===== src/rtl/cfg_bus_pkg.sv =====
// Shared types and constants for the firmware configuration bus (configId/configData).
// Field codes select the per-chain firmware table on the receiving block.
package cfg_bus_pkg;
    localparam logic [7:0] IDLE_ID          = 8'hFF;
    localparam logic [7:0] FIELD_OP         = 8'd0;
    localparam logic [7:0] FIELD_ADDR_RD    = 8'd1;
    localparam logic [7:0] FIELD_COND       = 8'd2;
    localparam logic [7:0] FIELD_CACHE      = 8'd3;
    localparam logic [7:0] FIELD_CACHE_ADDR = 8'd4;
    localparam int         FRAME_LEN        = 3;

    typedef struct packed {
        logic [7:0] target;
        logic [7:0] field;
        logic [7:0] chain;
        logic [7:0] value;
    } cfg_cmd_t;

    typedef enum logic [2:0] {
        IDLE,
        SEND_FIELD,
        SEND_CHAIN,
        SEND_VALUE,
        GAP
    } cfg_state_t;
endpackage


===== src/rtl/cfg_cmd_fifo.sv =====
// Show-ahead synchronous FIFO of configuration commands; head is valid whenever !empty.
module cfg_cmd_fifo
    import cfg_bus_pkg::*;
#(
    parameter int DEPTH = 4
) (
    input  logic     clk,
    input  logic     reset,
    input  logic     push,
    input  logic     pop,
    input  cfg_cmd_t wr_data,
    output cfg_cmd_t rd_data,
    output logic     full,
    output logic     empty
);
    localparam int AW = $clog2(DEPTH);

    cfg_cmd_t      mem [DEPTH];
    logic [AW:0]   wr_ptr;
    logic [AW:0]   rd_ptr;

    // Extra pointer bit distinguishes full from empty when the indices match.
    assign empty   = (wr_ptr == rd_ptr);
    assign full    = (wr_ptr[AW-1:0] == rd_ptr[AW-1:0]) && (wr_ptr[AW] != rd_ptr[AW]);
    assign rd_data = mem[rd_ptr[AW-1:0]];

    always_ff @(posedge clk) begin
        if (push && !full)
            mem[wr_ptr[AW-1:0]] <= wr_data;
    end

    always_ff @(posedge clk) begin
        if (reset) begin
            wr_ptr <= '0;
            rd_ptr <= '0;
        end else begin
            if (push && !full)
                wr_ptr <= wr_ptr + 1'b1;
            if (pop && !empty)
                rd_ptr <= rd_ptr + 1'b1;
        end
    end
endmodule


===== src/rtl/firmware_config_dispatcher.sv =====
// Queues host config commands and serialises each as a field/chain/value frame on the
// 8-bit config bus, starting frames only while the trace pipeline is idle.
module firmware_config_dispatcher #(
    parameter int         FIFO_DEPTH = 4,
    parameter int         MAX_CHAINS = 4,
    parameter logic [7:0] IDLE_ID    = 8'hFF
) (
    input  logic        clk,
    input  logic        reset,
    input  logic        tracing,
    input  logic        cmd_valid,
    output logic        cmd_ready,
    input  logic [7:0]  cmd_target,
    input  logic [7:0]  cmd_field,
    input  logic [7:0]  cmd_chain,
    input  logic [7:0]  cmd_value,
    output logic [7:0]  configId,
    output logic [7:0]  configData,
    output logic        busy,
    output logic        cmd_error,
    output logic [15:0] frames_sent
);
    import cfg_bus_pkg::*;

    localparam logic [8:0] MAX_CH = 9'(MAX_CHAINS);

    cfg_state_t state, next_state;
    cfg_cmd_t   head, cur;
    logic       full, empty, accept, bad_cmd, push, start;
    logic [7:0] id_d, data_d;
    logic       count_en;

    assign cmd_ready = !full;
    assign accept    = cmd_valid && cmd_ready;
    assign bad_cmd   = (cmd_target == IDLE_ID) || (cmd_field > FIELD_CACHE_ADDR)
                     || ({1'b0, cmd_chain} >= MAX_CH);
    assign push      = accept && !bad_cmd;
    // GAP also launches the next frame, so the delimiting idle bus cycle is the only
    // dead cycle between back-to-back frames.
    assign start     = !empty && !tracing && (state == IDLE || state == GAP);

    cfg_cmd_fifo #(.DEPTH(FIFO_DEPTH)) u_fifo (
        .clk     (clk),
        .reset   (reset),
        .push    (push),
        .pop     (start),
        .wr_data ({cmd_target, cmd_field, cmd_chain, cmd_value}),
        .rd_data (head),
        .full    (full),
        .empty   (empty)
    );

    always_ff @(posedge clk) begin
        if (reset)
            state <= IDLE;
        else
            state <= next_state;
    end

    always_comb begin
        next_state = state;
        case (state)
            IDLE:       if (start) next_state = SEND_FIELD;
            SEND_FIELD: next_state = SEND_CHAIN;
            SEND_CHAIN: next_state = SEND_VALUE;
            SEND_VALUE: next_state = GAP;
            GAP:        next_state = start ? SEND_FIELD : IDLE;
            default:    next_state = IDLE;
        endcase
    end

    always_comb begin
        id_d     = IDLE_ID;
        data_d   = '0;
        count_en = 1'b0;
        busy     = (state != IDLE) || !empty;
        case (state)
            SEND_FIELD: begin id_d = cur.target; data_d = cur.field; end
            SEND_CHAIN: begin id_d = cur.target; data_d = cur.chain; end
            SEND_VALUE: begin id_d = cur.target; data_d = cur.value; count_en = 1'b1; end
            default:    ;
        endcase
    end

    // Bus word for a state is registered on the edge leaving it.
    always_ff @(posedge clk) begin
        if (reset) begin
            configId    <= IDLE_ID;
            configData  <= '0;
            cmd_error   <= 1'b0;
            frames_sent <= '0;
            cur         <= '0;
        end else begin
            configId   <= id_d;
            configData <= data_d;
            if (accept && bad_cmd)
                cmd_error <= 1'b1;
            if (count_en)
                frames_sent <= frames_sent + 16'd1;
            if (start)
                cur <= head;
        end
    end
endmodule


===== config.mk =====
export PLATFORM = sky130hd
export DESIGN_NAME = firmware_config_dispatcher
export DESIGN_NICKNAME = d
export VERILOG_FILES = /design/src/rtl/cfg_bus_pkg.sv /design/src/rtl/cfg_cmd_fifo.sv /design/src/rtl/firmware_config_dispatcher.sv
export SDC_FILE = /design/constraint.sdc
export NUM_CORES = 1
export LEC_CHECK = 0
export ABC_AREA = 1
export CORE_ASPECT_RATIO = 1.2
export CORE_UTILIZATION = 30
export CTS_CLUSTER_SIZE = 40
export DETAILED_ROUTE_END_ITERATION = 16
export GPL_TIMING_DRIVEN = 0
export PLACE_DENSITY = 0.49
export SYNTH_ARGS = -nofsm -noshare
export SYNTH_HDL_FRONTEND = slang
export SYNTH_HIERARCHICAL = 1
export SYNTH_SLANG_ARGS = --single-unit

===== constraint.sdc =====
create_clock -name clk -period 7.7 [get_ports clk]
set_input_delay 1.54 -clock clk [delete_from_list [all_inputs] [get_ports clk]]
set_output_delay 1.54 -clock clk [all_outputs]
set_load 0.02 [all_outputs]

==> run metrics <==
status=complete, no violations; most common cell in the synthesized netlist=nor2_1; Final period util=50.65%; Yosys reg bits=between 200 and 250; Die Y=between 150 and 200 um; CP Buf/Inv Count=3; Max Freq=roughly 260 MHz; Setup CP Type=input port to flip-flop; total track usage=between 10 and 15%; fraction of registers with async set/reset=0%; RSZ-0062 raised after global routing=false; Worst Path Arrival=4.03 ns; Core Box Area=26,270 sq um; final wirelength=18,990 um; Detailed Place HPWL=12,870 um; Post-Synth Adder-Cell Area=less than 1%; Worst Reg-to-Reg Cells=10; Final nets=903; library cells used by synthesis=31; Slew headroom=39.86%; H-tree depth=1; WP data required=7.83 ns; Fin. Hold Viols=0; CTS tree=yes; antenna diode count=0; Crit. End Element=flip-flop; WHS=approximately 0.43 ns; gpl congestion=about 0.79; post-route insts no fill=1,210; Worst R2R Setup Slack=5.01 ns; largest net degree at the start of global routing=33; starting density of the core=30.43%; PD cells=224.6 nW/um^2; CP delay by family, top=simple AND/OR/NAND/NOR gates; vias per cell=4.536; post-route minimum period=3.900 ns; clock sink count=204; initial antenna violation count=0; path type of the worst min-delay path=flip-flop to flip-flop; worst setup margin=3.800 ns; Post-synth EDFFs=around 130; dpl ws=3.165 ns; max incr delay on CP=0.60 ns; WL per Instance=15.69 um; Detailed Routing Iterations Pass 1=5; Yosys top cell by area=edfxtp_1; IO Pins=71; Mapped Cells=roughly 760; placed cell areas=a little over 9000 sq um; Crit path top cell by count=nand2_1; largest family of logic cells by synthesized area=simple AND/OR/NAND/NOR gates; hold_buf cts=0; Setup-failing EPs final=0; routed vias=between 5k and 6k; proportion of synthesized area in mux cells=0%; # rows=65; Synth Area in Compound Gates=11.65%; Layout Skew=0.01551 ns; Yosys top cell area share=slightly below 50%; layout cells sized above 1=8.800%; ANT nets after route=0; Total Power=2.221 mW; die width=151.0 um; Port Buffers=70; CTS Buf Count=22; Ys Warns=6; post-CTS setup buffers=0; Hold Path Depth=2; fill cell count=between 2k and 3k; drt drc=0; die area=27,310 sq um; R2R Path End=u_fifo/mem[3][13]; setup_tns=0 ns; Synth area leaders=edfxtp_1, dfxtp_1, nor2_1; max-cap violation count=0; total gr overflow=0; crit path cell chain=clkdlybuf4s50_1 -> nor2_1 -> nand2_1 -> nor2_1 -> nand3_1 -> nor3_1 -> nand2_1 -> inv_1 -> nand2_1 -> inv_2; Mapped Area=7994 sq um; Max Slew Vio Count=0; simple-gate share of the synthesized area=14.26%; Reg clk slew, reported paths=0.06 ns; post-synth net total=806; Final Cell Area=9891 sq um; Inst Count DP=1,172; Slew @ Worst Pin=a little under 0.9 ns; ys flop type=edfxtp_1; worst skew pair latency=0.51 ns; worst-path fanout max=32; CTS resizes=0; commonest cells in the synthesized netlist=nor2_1, edfxtp_1, o21ai_0; Min-Delay Endpoint=configId[2]; Synth Area per Inst=around 10 sq um; sequential area share after synthesis=67.12%; clk buf depth=3; root buffer cell=clkbuf_16; CP max stage cell=inv_2; vias in the first global route=5,441; first-pass GRT wire length=roughly 30,000 um; fin util=37.65%; XOR/XNOR Fraction of Synth Area=0.1096%; area grow syn2layout=23.73%; startpoint types=input port; Hold Crit Start=cur[26]; reg-to-reg startpoint=u_fifo/wr_ptr[0]; 1st-iter DRT viols=243; Pleak=between 3 and 4 nW; Worst VDD drop=0.1316 mV
[worst min-delay path: stages (launching register included)]
cell     delay, ns
dfxtp_1       0.30
inv_1         0.04
nand2_1       0.05
[registers in the layout, indices dropped and copies added, names as in the netlist, named ones only]
name	flops
u_fifo/mem	128
cur	32
frames_sent	16
configData	8
configId	8
state	3
u_fifo/rd_ptr	3
u_fifo/wr_ptr	3
cmd_error	1
[final cells by class]
cell class	instances	area (sq um)	share of cell area [%]
timing repair buffer	73	760.7	7.691
inverter	75	284.0	2.872
clock buffer	26	565.5	5.718
clock inverter	12	128.9	1.303
buffer	32	190.2	1.923
sequential	204	5365	54.24
tap	335	419.2	4.238
multi-input combinational	453	2177	22.01
[cell families after synthesis]
kind of cell	count (synthesis)
flip-flops	204
XOR/XNOR	1
buffers and inverters	107
AND/OR/NAND/NOR	272
AO/OA/AOI/OAI	174
adder cells (fa/ha/maj)	6
[power by group]
part | total (mW) | internal (mW) | switching, mW
Sequential | 1.16 | 1.16 | 0.000201
Combinational | 0.0422 | 0.0201 | 0.0221
Clock | 1.02 | 0.595 | 0.425
Total | 2.22 | 1.77 | 0.447
[how the worst max path moves through the flow]
stage / to / cells past startpoint / startpoint
final: u_fifo/mem[3][13] / 10 / cmd_field[6]
after global routing: u_fifo/mem[3][13] / 10 / cmd_field[6]
after CTS: u_fifo/mem[3][14] / 10 / cmd_field[6]
after detailed placement: u_fifo/mem[3][5] / 10 / cmd_field[6]
after global placement: u_fifo/mem[0][5] / 8 / cmd_field[6]
after floorplan: u_fifo/mem[0][0] / 7 / cmd_chain[4]
[per-layer routing]
layer | share of wire (%) | vias up | wire (um) | track usage (%)
met3 | 4.3 | 22 | 809 | 2.197
met1 | 45 | 2560 | 8615 | 18.59
met5 | 0 | - | 0 | 0
met4 | 1.5 | 0 | 286 | 3.960
met2 | 49 | 108 | 9278 | 24.42
li1 | - | 2799 | - | -
[cell usage in the layout (no fill, tap or decap), drive strengths merged, types with 4 or more instances in the layout]
| cell type | count |
|---|---|
| nor2 | 145 |
| edfxtp | 128 |
| o21ai | 105 |
| nand2 | 91 |
| dfxtp | 76 |
| inv | 76 |
| clkdlybuf4s50 | 70 |
| clkbuf | 37 |
| o22ai | 32 |
| a21oi | 31 |
| buf | 24 |
| nand3 | 21 |
| nand4 | 8 |
| ha | 6 |
| nor3 | 6 |
| clkinv | 5 |
| o221ai | 4 |
| clkinvlp | 4 |
No activity file was read; power rests on OpenSTA's default activity.
